===== config.mk =====
export PLATFORM = sky130hd
export DESIGN_NAME = uart_rx_fsm_flat
export DESIGN_NICKNAME = d
export VERILOG_FILES = /design/src/rtl/uart_rx_fsm_if.sv /design/src/rtl/uart_rx_fsm.sv /design/src/flat_wrapper.sv
export SDC_FILE = /design/constraint.sdc
export NUM_CORES = 1
export LEC_CHECK = 0
export BUFFER_PORTS_ARGS = -buffer_cell sky130_fd_sc_hd__buf_2
export CORE_UTILIZATION = 50
export CTS_CLUSTER_SIZE = 28
export DETAILED_ROUTE_END_ITERATION = 10
export PLACE_DENSITY = 0.7
export SLEW_MARGIN = 20
export SYNTH_ARGS = -nofsm -noshare
export SYNTH_HDL_FRONTEND = slang
export SYNTH_SLANG_ARGS = --single-unit

===== constraint.sdc =====
create_clock -name CLK -period 10.2 [get_ports CLK]
set_input_delay 2.55 -clock CLK [delete_from_list [all_inputs] [get_ports CLK]]
set_output_delay 2.55 -clock CLK [all_outputs]
set_load 0.05 [all_outputs]

===== src/rtl/uart_rx_fsm_if.sv =====
// Signal bundle between the UART receive sequencer and its line/checker logic.
// "master" drives the line and checker results; "slave" is the sequencer side.
interface uart_rx_fsm_if #(
    parameter int PRESCALE_BITS = 6,
    parameter int TX_BITS       = 4
);
    logic                     RX_IN;
    logic                     PAR_EN;
    logic [PRESCALE_BITS-1:0] Prescale;
    logic                     strt_glitch;
    logic                     par_err;
    logic                     stp_err;

    logic [PRESCALE_BITS-1:0] edge_cnt;
    logic [TX_BITS-1:0]       bit_cnt;
    logic                     dat_samp_en;
    logic                     deser_en;
    logic                     strt_chk_en;
    logic                     par_chk_en;
    logic                     stp_chk_en;
    // Single-cycle pulse, no back-pressure: a receiver must take it when it is high.
    logic                     data_valid;
    logic [2:0]               fsm_state;

    modport master (
        output RX_IN, PAR_EN, Prescale, strt_glitch, par_err, stp_err,
        input  edge_cnt, bit_cnt, dat_samp_en, deser_en, strt_chk_en,
               par_chk_en, stp_chk_en, data_valid, fsm_state
    );

    modport slave (
        input  RX_IN, PAR_EN, Prescale, strt_glitch, par_err, stp_err,
        output edge_cnt, bit_cnt, dat_samp_en, deser_en, strt_chk_en,
               par_chk_en, stp_chk_en, data_valid, fsm_state
    );
endinterface


===== src/rtl/uart_rx_fsm.sv =====
// UART receive sequencer: walks START/DATA/PARITY/STOP on an oversample tick
// counter and raises data_valid for one cycle after an error-free frame.
module uart_rx_fsm #(
    parameter int DATA_WIDTH    = 8,
    parameter int PRESCALE_BITS = 6,
    parameter int TX_BITS       = 4
) (
    input  logic          CLK,
    input  logic          RST,
    uart_rx_fsm_if.slave  bus
);
    typedef enum logic [2:0] {
        IDLE   = 3'd0,
        START  = 3'd1,
        DATA   = 3'd2,
        PARITY = 3'd3,
        STOP   = 3'd4
    } state_t;

    localparam logic [TX_BITS-1:0]       LAST_DATA = TX_BITS'(DATA_WIDTH);
    localparam logic [TX_BITS-1:0]       BIT_ONE   = TX_BITS'(1);
    localparam logic [PRESCALE_BITS-1:0] EDGE_ONE  = PRESCALE_BITS'(1);

    state_t                   state, state_nxt;
    logic [PRESCALE_BITS-1:0] edge_cnt, edge_nxt;
    logic [TX_BITS-1:0]       bit_cnt, bit_nxt;
    logic                     par_flag, par_flag_nxt;
    logic                     data_valid, data_valid_nxt;
    logic [PRESCALE_BITS-1:0] prescale_q, prescale_nxt;
    logic                     par_en_q, par_en_nxt;
    logic                     armed;
    logic [PRESCALE_BITS-1:0] eff_prescale;
    logic [PRESCALE_BITS-1:0] last_tick;
    logic                     end_of_bit;

    // The first clock after reset release only arms the block, so a low line
    // at release cannot start a frame until the second edge.
    always_ff @(posedge CLK or negedge RST) begin
        if (!RST) begin
            state      <= IDLE;
            edge_cnt   <= '0;
            bit_cnt    <= '0;
            par_flag   <= 1'b0;
            data_valid <= 1'b0;
            prescale_q <= '0;
            par_en_q   <= 1'b0;
            armed      <= 1'b0;
        end else if (!armed) begin
            armed      <= 1'b1;
        end else begin
            state      <= state_nxt;
            edge_cnt   <= edge_nxt;
            bit_cnt    <= bit_nxt;
            par_flag   <= par_flag_nxt;
            data_valid <= data_valid_nxt;
            prescale_q <= prescale_nxt;
            par_en_q   <= par_en_nxt;
        end
    end

    // The start bit runs on the live ratio; it is frozen once data begins.
    assign eff_prescale = (state == START) ? bus.Prescale : prescale_q;
    assign last_tick    = eff_prescale - EDGE_ONE;
    assign end_of_bit   = (edge_cnt == last_tick);

    always_comb begin
        state_nxt      = state;
        edge_nxt       = edge_cnt;
        bit_nxt        = bit_cnt;
        par_flag_nxt   = par_flag;
        data_valid_nxt = 1'b0;
        prescale_nxt   = prescale_q;
        par_en_nxt     = par_en_q;

        if (state != IDLE) begin
            if (end_of_bit) begin
                edge_nxt = '0;
                bit_nxt  = bit_cnt + BIT_ONE;
            end else begin
                edge_nxt = edge_cnt + EDGE_ONE;
            end
        end

        case (state)
            IDLE: begin
                edge_nxt     = '0;
                bit_nxt      = '0;
                par_flag_nxt = 1'b0;
                if (!bus.RX_IN) state_nxt = START;
            end
            START: begin
                if (end_of_bit) begin
                    if (bus.strt_glitch) begin
                        state_nxt = IDLE;
                        edge_nxt  = '0;
                        bit_nxt   = '0;
                    end else begin
                        state_nxt    = DATA;
                        prescale_nxt = bus.Prescale;
                        par_en_nxt   = bus.PAR_EN;
                    end
                end
            end
            DATA: begin
                if (end_of_bit && bit_cnt == LAST_DATA)
                    state_nxt = par_en_q ? PARITY : STOP;
            end
            PARITY: begin
                if (end_of_bit) begin
                    par_flag_nxt = bus.par_err;
                    state_nxt    = STOP;
                end
            end
            STOP: begin
                if (end_of_bit) begin
                    state_nxt      = IDLE;
                    data_valid_nxt = !bus.stp_err && !par_flag;
                    edge_nxt       = '0;
                    bit_nxt        = '0;
                    par_flag_nxt   = 1'b0;
                end
            end
            default: begin
                state_nxt    = IDLE;
                edge_nxt     = '0;
                bit_nxt      = '0;
                par_flag_nxt = 1'b0;
            end
        endcase
    end

    assign bus.edge_cnt    = edge_cnt;
    assign bus.bit_cnt     = bit_cnt;
    assign bus.dat_samp_en = (state != IDLE);
    assign bus.strt_chk_en = (state == START);
    assign bus.deser_en    = (state == DATA);
    assign bus.par_chk_en  = (state == PARITY);
    assign bus.stp_chk_en  = (state == STOP);
    assign bus.data_valid  = data_valid;
    assign bus.fsm_state   = state;
endmodule


===== src/flat_wrapper.sv =====
// flat-port wrapper written by rule: the top's interface ports become plain ports
module uart_rx_fsm_flat 
#(
    parameter int DATA_WIDTH    = 8,
    parameter int PRESCALE_BITS = 6,
    parameter int TX_BITS       = 4
)
  (CLK, RST, bus_RX_IN, bus_PAR_EN, bus_Prescale, bus_strt_glitch, bus_par_err, bus_stp_err, bus_edge_cnt, bus_bit_cnt, bus_dat_samp_en, bus_deser_en, bus_strt_chk_en, bus_par_chk_en, bus_stp_chk_en, bus_data_valid, bus_fsm_state);
  uart_rx_fsm_if #(.PRESCALE_BITS(PRESCALE_BITS), .TX_BITS(TX_BITS)) bus_i ();
  input  logic CLK;
  input  logic RST;
  input wire logic [$bits(bus_i.RX_IN)-1:0] bus_RX_IN;
  input wire logic [$bits(bus_i.PAR_EN)-1:0] bus_PAR_EN;
  input wire logic [$bits(bus_i.Prescale)-1:0] bus_Prescale;
  input wire logic [$bits(bus_i.strt_glitch)-1:0] bus_strt_glitch;
  input wire logic [$bits(bus_i.par_err)-1:0] bus_par_err;
  input wire logic [$bits(bus_i.stp_err)-1:0] bus_stp_err;
  output wire logic [$bits(bus_i.edge_cnt)-1:0] bus_edge_cnt;
  output wire logic [$bits(bus_i.bit_cnt)-1:0] bus_bit_cnt;
  output wire logic [$bits(bus_i.dat_samp_en)-1:0] bus_dat_samp_en;
  output wire logic [$bits(bus_i.deser_en)-1:0] bus_deser_en;
  output wire logic [$bits(bus_i.strt_chk_en)-1:0] bus_strt_chk_en;
  output wire logic [$bits(bus_i.par_chk_en)-1:0] bus_par_chk_en;
  output wire logic [$bits(bus_i.stp_chk_en)-1:0] bus_stp_chk_en;
  output wire logic [$bits(bus_i.data_valid)-1:0] bus_data_valid;
  output wire logic [$bits(bus_i.fsm_state)-1:0] bus_fsm_state;
  assign bus_i.RX_IN = bus_RX_IN;
  assign bus_i.PAR_EN = bus_PAR_EN;
  assign bus_i.Prescale = bus_Prescale;
  assign bus_i.strt_glitch = bus_strt_glitch;
  assign bus_i.par_err = bus_par_err;
  assign bus_i.stp_err = bus_stp_err;
  assign bus_edge_cnt = bus_i.edge_cnt;
  assign bus_bit_cnt = bus_i.bit_cnt;
  assign bus_dat_samp_en = bus_i.dat_samp_en;
  assign bus_deser_en = bus_i.deser_en;
  assign bus_strt_chk_en = bus_i.strt_chk_en;
  assign bus_par_chk_en = bus_i.par_chk_en;
  assign bus_stp_chk_en = bus_i.stp_chk_en;
  assign bus_data_valid = bus_i.data_valid;
  assign bus_fsm_state = bus_i.fsm_state;
  uart_rx_fsm #(.DATA_WIDTH(DATA_WIDTH), .PRESCALE_BITS(PRESCALE_BITS), .TX_BITS(TX_BITS)) u_core (.CLK(CLK), .RST(RST), .bus(bus_i));
endmodule

### After elaboration in Yosys (flattened, before gate mapping)

Cells that the tools add are included.

* input bits: 13
* output and inout port bits: 19
* logic and storage cells: 61
* flip-flop bits (word level): 23

* multiplexer cells: 26
* add/sub/neg operators: 3
* bitwise logic cells: 2
* equality and inequality tests: 11
* reduce and logical (&&, ||, !) cells: 11

Operator list (count)
* $mux W6: 6
* $mux W4: 5
* $mux W3: 6
* $pmux W6 S3: 1
* $pmux W3 S5: 1
* $pmux W4 S3: 1
* $ne A2 B1 Y1 const B: 4
* $reduce_and A4 Y1: 2
* $add A6 B1 Y6 const B: 1
* $eq A3 B2 Y1 const B: 2
* $eq A6 B6 Y1: 1
* $reduce_and A6 Y1: 1
* $sub A6 B1 Y6 const B: 1
* $add A4 B1 Y4 const B: 1
* $eq A4 B4 Y1 const B: 1
* $mux W1: 4
* $reduce_or A2 Y1: 2
* $eq A3 B1 Y1 const B: 1
* $eq A3 B3 Y1 const B: 1
* $logic_not A3 Y1: 1
* $pmux W1 S3: 1
* $reduce_bool A3 Y1: 1
* $logic_and A1 B1 Y1: 2
* $logic_not A1 Y1: 2
* other kinds (3): 4

### Longest topological paths before layout

Gate-level depths: netlist of run 1.

* depth after elaboration: 9
* depth in mapped cells: 15
* depth with buffers taken out: 12

### Least setup slack after synthesis of run 1

OpenSTA, ideal clock, no wires.

* kind: input to register
* start point: input bus_Prescale[2]
* end point: register u_core.par_en_q
* arrival time: 4722 ps
* data required time: 10075 ps
* buffers on the path: 1
* stages on the path: 9
* path slack: 5354 ps
* cells stage by stage: or4_1 a21oi_1 o32ai_1 o22ai_2 and3_1 buf_4 inv_4 nor4_4 mux2_2

* word-level cells in the longest chain between the ends: 4

RTL lines
* from (decl): line flat_wrapper.sv:14 `input wire logic [$bits(bus_i.Prescale)-1:0] bus_Prescale;`
* $mux W6: line uart_rx_fsm.sv:62 `assign eff_prescale = (state == START) ? bus.Prescale : prescale_q;`
* $sub A6 B1 Y6: line uart_rx_fsm.sv:63 `assign last_tick = eff_prescale - EDGE_ONE;`
* $eq A6 B6 Y1: line uart_rx_fsm.sv:64 `assign end_of_bit = (edge_cnt == last_tick);`
* $reduce_and A4 Y1 (no line)
* to (signal assigned): line uart_rx_fsm.sv:57 `par_en_q <= par_en_nxt;`
* to (decl): line uart_rx_fsm.sv:30 `logic par_en_q, par_en_nxt;`

Every way passes these cells.
A chain may end at the register's enable or synchronous reset.

### Final worst setup path of run 1

Ends and elaborated chain as after synthesis.

==> results of run 1 <==
worst reg2reg max path: stages (launching register included):
cell,delay (ns)
dfrtp_1,0.51
or3b_1,0.64
clkinv_4,0.19
mux2i_1,0.22
ha_1,0.20
xor2_1,0.18
xnor2_1,0.10
nor3_2,0.44
and3_1,0.44
inv_4,0.11
nor4_4,0.43
mux2_2,0.40
path summary, 6_finish.rpt:
| path | slack [ns] | startpoint | cells past startpoint | to |
|---|---|---|---|---|
| max | 5.13 | bus_Prescale[2] | 9 | u_core.par_en_q |
| min | 0.51 | u_core.bus.data_valid | 1 | u_core.bus.data_valid |
| max reg2reg | 6.25 | u_core.bus.fsm_state[1] | 11 | u_core.par_en_q |
| min reg2reg | 0.51 | u_core.bus.data_valid | 1 | u_core.bus.data_valid |
| max in group asynchronous | 7.65 | RST | 1 | u_core.bus.bit_cnt[0] |
| min in group asynchronous | 2.19 | RST | 1 | u_core.prescale_q[3] |
cell usage after synthesis (all sizes together):
cell	n	area, um^2
nor4b	2	17.5
a21oi	7	35.0
nand2b	2	12.5
clkbuf	6	22.5
or3	2	12.5
xnor2	4	42.6
o21a	1	7.51
nand3	7	35.0
o221ai	2	17.5
o32ai	1	8.76
xor2	3	33.8
o31ai	4	30.0
nor3	10	55.1
or4	2	15.0
buf	3	30.0
a311oi	1	8.76
o22ai	3	25.0
clkinv	1	8.76
inv	11	43.8
nand3b	1	7.51
and2	3	18.8
a211o	1	8.76
nor2b	1	6.26
nor4	4	40.0
mux2i	8	80.1
or2	2	12.5
and4	2	17.5
and3	1	6.26
or3b	1	8.76
a211oi	2	15.0
a32o	2	20.0
o211ai	2	15.0
dfrtp	23	576
nand2	7	26.3
a31oi	1	6.26
o21ai	6	30.0
o2111ai	2	17.5
nor2	10	37.5
mux2	9	101
o2bb2ai	2	17.5
a41oi	1	8.76
ha	5	62.6
conb	1	3.75
o31a	1	8.76
nand4	10	62.6
area by class of cell:
cell class / instances / share of cell area [%]
clock inverters: 1 / 0.269
well taps: 44 / 2.96
flip-flops and latches: 23 / 30.9
repair buffers: 31 / 8.33
multi-input cells: 136 / 53.5
clock buffers: 3 / 1.21
inverters: 12 / 2.82
routing by layer:
metal	vias to the layer above	share of wire [%]
li1	733	-
met1	732	48
met2	50	47
met3	4	4.6
met4	0	0.84
met5	-	0
state kept, by name, summed over array words and instances, names as in the netlist:
name	count
u_core.armed	1
u_core.bus.bit_cnt	4
u_core.bus.data_valid	1
u_core.bus.edge_cnt	6
u_core.bus.fsm_state	3
u_core.par_en_q	1
u_core.par_flag	1
u_core.prescale_q	6
cell families after synthesis:
family	after synthesis	share of synthesized area (%)
buffers and inverters	21	6.27
DFF	23	34.3
and+or+nand+nor	67	23.4
muxes	17	10.8
xor gates and xnor gates	7	4.55
AOI/OAI and AO/OA	39	16.7
other	1	0.224
adders and majority gates	5	3.73
power by group:
part | switching (W) | total [W] | internal (W)
clock network | 0.0000270 | 0.0000416 | 0.0000146
registers | 0.0000370 | 0.000148 | 0.000111
logic | 0.000205 | 0.000295 | 0.0000894
through the flow:
stage               hold slack (ns)  instance area (um^2)
finish                        0.510                  1860
floorplan                     0.510                  1680
global route                  0.537                  1860
CTS                           0.522                  1860
detailed placement            0.488                  1830
global placement              0.479                  1830
==> impl_metrics.ini, run 1 <==
[cells_and_area]
antenna_cells = 0
regArea_um2 = 576
final_net_count = 225
finalNonFillerCells = 250
multi_input_area_um2 = 996
area_growth_pct = 11.0
final_cell_mix = buf_2 (31), dfrtp_1 (23), nor2_1 (10), inv_1 (10), nand4_1 (10)
final_common_cell = buf_2
post-route-util_pct = 59.5
drive_above_1_share_pct = 25.7
num-fill-cells = 299

[worst_setup_path]
critPathCaptureType = flop
crit_slowest_cell = or4_1
cp.required_ns = 10.40
worst_path_largest_cell_delay_ns = 0.54
cp_data_arrival_time_ns = 5.27
crit_buf_inv = 2
cp-start-kind = input pin
crit_family = simple AND/OR/NAND/NOR gates
critical_path_class = in -> reg
cp_cell_sequence = buf_2, or4_1, a21oi_1, o32ai_1, o22ai_2, and3_1, inv_4, nor4_4, mux2_2
crit_fanout = 10

[logic_synthesis]
syn_inst = 180
synth_warnings = 0
synth_fp_nets = 198
synth_seq_area_share_pct = 34.3
ys_ff_latch = 23
synth_cell_types = 53
synth_area_per_cell_um2 = 9.31
synthesis.area_mm2 = 0.00168

[detailed_routing]
routedWlPerCell_um = 15.2
ant_nets = 0
drt-total-wl_um = 3800
drc = 0
vias = 1519
drt-initial-drc-count = 125
first_pass_iters = 4
viasPerCell = 6.08

[clocking]
cts_tree = built
clockBufferDepth = 2
cts_buffers = 3
clockRootBuffer = clkbuf_4
cts_resized = 0
clock_sinks = 23
post-cts-setup-buffers = 0
clk_pin_slew_ns = 0.13
htree_levels = 1
clock_latency_ns = 0.31
cts_hold_buf = 0

[status]
outcome = finished, final reports clean

[sta]
rsz0062_at_grt = false
min_period_over_period_pct = 49.7
clock-skew-final_ns = 0.00619
slew_viol_final = 0
finalHoldViolCount = 0
setup_violations = 0
finalSetupTns_ns = 0
timing.final.ws_setup_ns = 5.13
period_minus_slack_ns = 5.07
max_freq_mhz = 197
slew_headroom_pct = 61.9
tightest_slew_ns = 0.569

[floorplanning]
dieWidth_um = 59.9
rows = 20
die_area_mm2 = 0.00359
die-height_um = 59.9
start_util_pct = 53.6
coreArea_mm2 = 0.00313
io_pins = 32

[worst_hold_path]
holdCritPathClass = reg -> reg

[global_route]
overflow = 0
grt_use_met1_pct = 32.3
grt_pass1_vias = 1293
grt_max_degree = 24
gr-usage-met2_pct = 36.8
grtUsageTotal_pct = 22.7
use_met3_pct = 2.60
grt_pass1_wl_um = 6110
antenna_found_initial = 0
busiest_layer = met2

[place]
gp_congestion = 0.868
dp.final_hpwl_um = 2810
post-place-ws_ns = 4.81
dp_cells = 246
portBuffers = 31

[pwr]
power_leakage_nw = 0.816
fin_total_pwr_w = 0.000484
ir_drop_mv = 0.175
pwr_density_cell_mw_per_mm2 = 260

[job]
cap_violations = 0
Power figures use the tool's default switching activity.
==> run 2, diff against run 1 <==
--- a/config.mk
+++ b/config.mk
@@ -9,7 +9,7 @@
 export CORE_UTILIZATION = 50
 export CTS_CLUSTER_SIZE = 28
 export DETAILED_ROUTE_END_ITERATION = 10
-export PLACE_DENSITY = 0.7
+export PLACE_DENSITY = 0.73
 export SLEW_MARGIN = 20
 export SYNTH_ARGS = -nofsm -noshare
 export SYNTH_HDL_FRONTEND = slang
==> constraint.sdc (replaced) <==
create_clock -name CLK -period 4.5 [get_ports CLK]
set_input_delay 1.125 -clock CLK [delete_from_list [all_inputs] [get_ports CLK]]
set_output_delay 1.125 -clock CLK [all_outputs]
set_load 0.05 [all_outputs]
==> impl_metrics.ini, run 2 (synthesized netlist as in run 1, its figures left out) <==
[clocking]
cts_tree = built
cts_resized = 0
clockBufferDepth = 2
clockRootBuffer = clkbuf_4
htree_levels = 1
clk_pin_slew_ns = 0.13
post-cts-setup-buffers = 0
clock_latency_ns = 0.31
cts_hold_buf = 0
cts_buffers = 3
clock_sinks = 23

[worst_setup_path]
rrSetupSlack_ns = 0.81
crit_cells = 12
cp_cell_sequence = or3b_1, clkinv_4, mux2i_1, ha_1, xor2_1, xnor2_1, nor3_2, buf_4, and3_1, inv_4, nor4_4, mux2_2
regToRegEndpoint = u_core.prescale_q[2]
crit_start = u_core.bus.fsm_state[1]
cp-start-kind = flop
critPathCaptureType = flop
crit_slowest_cell = or3b_1
cp_data_arrival_time_ns = 3.90
r2r.worst_path.cells = 12
crit_family = simple AND/OR/NAND/NOR gates
worst_path_largest_cell_delay_ns = 0.64
crit_buf_inv = 3
cp.required_ns = 4.72
r2r_start = u_core.bus.fsm_state[1]
crit_path_end = u_core.prescale_q[2]
critical_path_class = reg -> reg
crit_fanout = 11

[global_route]
grt_pass1_wl_um = 6300
grt_max_degree = 24
antenna_found_initial = 0
grt_pass1_vias = 1366
overflow = 0
grtUsageTotal_pct = 23.4

[cells_and_area]
final_cell_mix = buf_2 (31), dfrtp_1 (23), nor2_1 (10), inv_1 (10), nand4_1 (10)
final_common_cell = buf_2
num-fill-cells = 290
finalNonFillerCells = 252
antenna_cells = 0
final_net_count = 227
area_growth_pct = 11.9
reg_top3 = u_core.bus.edge_cnt (6), u_core.prescale_q (6), u_core.bus.bit_cnt (4)
post-route-util_pct = 60.0
drive_above_1_share_pct = 26.4

[pwr]
pwr_density_cell_mw_per_mm2 = 588
ir_drop_mv = 0.291
power_leakage_nw = 0.827
fin_total_pwr_w = 0.00110

[floorplanning]
die-height_um = 59.9
io_pins = 32
die_area_mm2 = 0.00359
start_util_pct = 53.6
coreArea_mm2 = 0.00313
dieWidth_um = 59.9
rows = 20

[sta]
slew_viol_final = 0
finalHoldViolCount = 0
slew_headroom_pct = 64.6
period_minus_slack_ns = 3.69
clock-skew-final_ns = 0.00579
max_freq_mhz = 271
tightest_slew_ns = 0.527
min_period_over_period_pct = 82.0
setup_violations = 0
finalSetupTns_ns = 0
hold_slack_ns = 0.520
rsz0062_at_grt = false

[detailed_routing]
drt-initial-drc-count = 132
viasPerCell = 6.13
first_pass_iters = 4
ant_nets = 0
drc = 0
routedWlPerCell_um = 15.3
vias = 1545
drt-total-wl_um = 3850

[place]
dp_cells = 248
dp.final_hpwl_um = 2870
portBuffers = 31
gp_congestion = 0.849

[worst_hold_path]
holdCritPathClass = reg -> reg

[status]
outcome = finished, final reports clean

[job]
cap_violations = 0
-- run 2: cell count changes in the layout (fill, tap and decap cells not counted), sizes merged --
| cell | change |
|---|---|
| buf | +2 |
-- run 2: worst min path at each step --
| stage | from | to | slack (ns) | depth (start not counted) |
|---|---|---|---|---|
| finish | u_core.bus.data_valid | u_core.bus.data_valid | 0.52 | 1 |
| detailed placement | u_core.bus.data_valid | u_core.bus.data_valid | 0.49 | 1 |
| floorplan | u_core.par_flag | u_core.par_flag | 0.51 | 2 |
| CTS | u_core.bus.data_valid | u_core.bus.data_valid | 0.53 | 1 |
| global placement | u_core.bus.data_valid | u_core.bus.data_valid | 0.48 | 1 |
| global route | u_core.bus.data_valid | u_core.bus.data_valid | 0.55 | 1 |
-- run 2: final cells by class --
cell class                      instances  area (um^2)  area share, %
Multi-Input combinational cell        136          996           53.1
Clock inverter                          1         5.00          0.267
Inverter                               12         52.6           2.80
Timing Repair Buffer                   33          170           9.07
Clock buffer                            3         22.5           1.20
Tap cell                               44         55.1           2.93
Sequential cell                        23          576           30.7
-- run 2: power by group --
part / internal, W / switching, W / total [W] / leakage, nW
logic: 0.000209 / 0.000462 / 0.000670 / 0.506
clock network: 0.0000332 / 0.0000635 / 0.0000967 / 0.0177
registers: 0.000251 / 0.0000847 / 0.000336 / 0.303
-- run 2: layer usage --
layer	GRT usage [%]	share of wire (%)	vias up
met5	0	0	-
met4	7.97	1.5	0
met3	3.03	4.0	8
met2	36.5	47	48
met1	33.3	48	748
li1	-	-	741
-- run 2: through the flow --
step	worst slack, ns	cell area [um^2]
after floorplan	0.858	1680
after CTS	0.800	1880
after global routing	0.546	1880
after detailed placement	0.661	1850
after global placement	0.725	1850
final	0.811	1880
==> run 3, diff against run 2 <==
--- a/config.mk
+++ b/config.mk
@@ -9,7 +9,7 @@
 export CORE_UTILIZATION = 50
 export CTS_CLUSTER_SIZE = 28
 export DETAILED_ROUTE_END_ITERATION = 10
-export PLACE_DENSITY = 0.73
+export PLACE_DENSITY = 0.7
 export SLEW_MARGIN = 20
 export SYNTH_ARGS = -nofsm -noshare
 export SYNTH_HDL_FRONTEND = slang
==> constraint.sdc (replaced) <==
create_clock -name CLK -period 3.4 [get_ports CLK]
set_input_delay 0.85 -clock CLK [delete_from_list [all_inputs] [get_ports CLK]]
set_output_delay 0.85 -clock CLK [all_outputs]
set_load 0.05 [all_outputs]
==> impl_metrics.ini, run 3 (synthesized netlist as in run 1, its figures left out) <==
[sta]
tightest_slew_ns = 0.554
slew_viol_final = 0
slew_headroom_pct = 63.1
rsz0062_at_grt = false
max_freq_mhz = 316
setup_violations = 0
min_period_over_period_pct = 93.2
finalHoldViolCount = 0
period_minus_slack_ns = 3.17
clock-skew-final_ns = 0.00401

[clocking]
clockRootBuffer = clkbuf_4
clockBufferDepth = 2
clock_latency_ns = 0.31
clk_pin_slew_ns = 0.13
clock_sinks = 23
cts_hold_buf = 0
cts_tree = built
htree_levels = 1
cts_buffers = 3

[detailed_routing]
first_pass_iters = 4
drt-total-wl_um = 4040
vias = 1577
drc = 0
drt-initial-drc-count = 109
routedWlPerCell_um = 15.7
ant_nets = 0
viasPerCell = 6.11

[worst_setup_path]
cp_cell_sequence = or3b_1, mux2i_1, ha_1, xor2_1, xnor2_1, nor3_2, buf_4, a41oi_1, o21ai_0, o221ai_1
cp-start-kind = flop
crit_fanout = 9
critPathCaptureType = flop
crit_slowest_cell = or3b_1
critical_path_class = reg -> reg
worst_path_largest_cell_delay_ns = 0.54
cp.required_ns = 3.58
rrSetupSlack_ns = 0.23
cp_data_arrival_time_ns = 3.35

[floorplanning]
dieWidth_um = 59.9
coreArea_mm2 = 0.00313
die-height_um = 59.9
rows = 20
start_util_pct = 53.6
die_area_mm2 = 0.00359
io_pins = 32

[place]
placed_cell_area_mm2 = 0.00190
portBuffers = 31
gp_congestion = 0.893
dp.final_hpwl_um = 3050

[worst_hold_path]
holdCritPathClass = in -> async

[global_route]
antenna_found_initial = 0
grtUsageTotal_pct = 24.5
overflow = 0
grt_max_degree = 24
grt_pass1_vias = 1453
grt_pass1_wl_um = 6630

[pwr]
ir_drop_mv = 0.442
pwr_density_cell_mw_per_mm2 = 788
fin_total_pwr_w = 0.00153
power_leakage_nw = 0.856

[cells_and_area]
final_common_cell = buf_2
antenna_cells = 0
area_growth_pct = 15.4
reg_top3 = u_core.bus.edge_cnt (6), u_core.prescale_q (6), u_core.bus.bit_cnt (4)
final_area_mm2 = 0.00194
drive_above_1_share_pct = 29.4
post-route-util_pct = 61.9
final_cell_mix = buf_2 (31), dfrtp_1 (21), nor2_1 (10), inv_1 (10), nand4_1 (10)
final_net_count = 233

[status]
outcome = finished, final reports clean

[job]
cap_violations = 0
run 3: worst paths after layout:
| kind | cells past startpoint | start | to |
|---|---|---|---|
| max | 10 | u_core.bus.fsm_state[0] | u_core.bus.bit_cnt[3] |
| min | 1 | RST | u_core.prescale_q[2] |
| max reg2reg | 10 | u_core.bus.fsm_state[0] | u_core.bus.bit_cnt[3] |
| min reg2reg | 1 | u_core.bus.data_valid | u_core.bus.data_valid |
| max in group asynchronous | 1 | RST | u_core.bus.fsm_state[1] |
| min in group CLK | 1 | u_core.bus.data_valid | u_core.bus.data_valid |
run 3: final cells by class:
class                   instances  area (um^2)
well taps                      44         55.1
inverters                      12         60.1
repair buffers                 39          215
multi-input cells             136         1000
fillers                       286         1190
flip-flops and latches         23          578
clock buffers                   4         26.3
run 3: critical path, delay by kind of cell (launching register included):
kind | cells | cell delay (ns)
and+or+nand+nor | 2 | 0.74
DFF | 1 | 0.45
xor gates and xnor gates | 2 | 0.28
adders and majority gates | 1 | 0.25
muxes | 1 | 0.33
buffers and inverters | 1 | 0.18
AOI/OAI and AO/OA | 3 | 0.80
run 3: report_power, final:
part | internal (W) | switching [W] | leakage (nW) | total (W)
Combinational | 0.000318 | 0.000658 | 0.540 | 0.000976
Sequential | 0.000335 | 0.0000836 | 0.301 | 0.000418
Clock | 0.0000457 | 0.0000855 | 0.0150 | 0.000131
run 3: routing by layer:
metal,global-route usage (%),share of wire [%],wire length [um]
met5,0,0,0
met4,8.31,1.5,60
met2,39.7,47,1880
met3,4.11,5.4,219
met1,33.1,46,1880
run 3: through the flow:
stage | setup TNS (ns) | setup WS (ns) | hold slack (ns) | instances
after floorplan | -0.993 | -0.142 | 0.510 | 180
after global placement | 0 | 0.237 | 0.471 | 254
after detailed placement | 0 | 0.145 | 0.483 | 254
after CTS | 0 | 0.155 | 0.513 | 258
after global routing | 0 | 0.0368 | 0.519 | 258
final | 0 | 0.231 | 0.503 | 258
run 3: what timing repair did:
action                                  CTS  global route
gates resized for setup                   0             1
endpoints found under the setup margin    0             1
setup buffers                             0             0
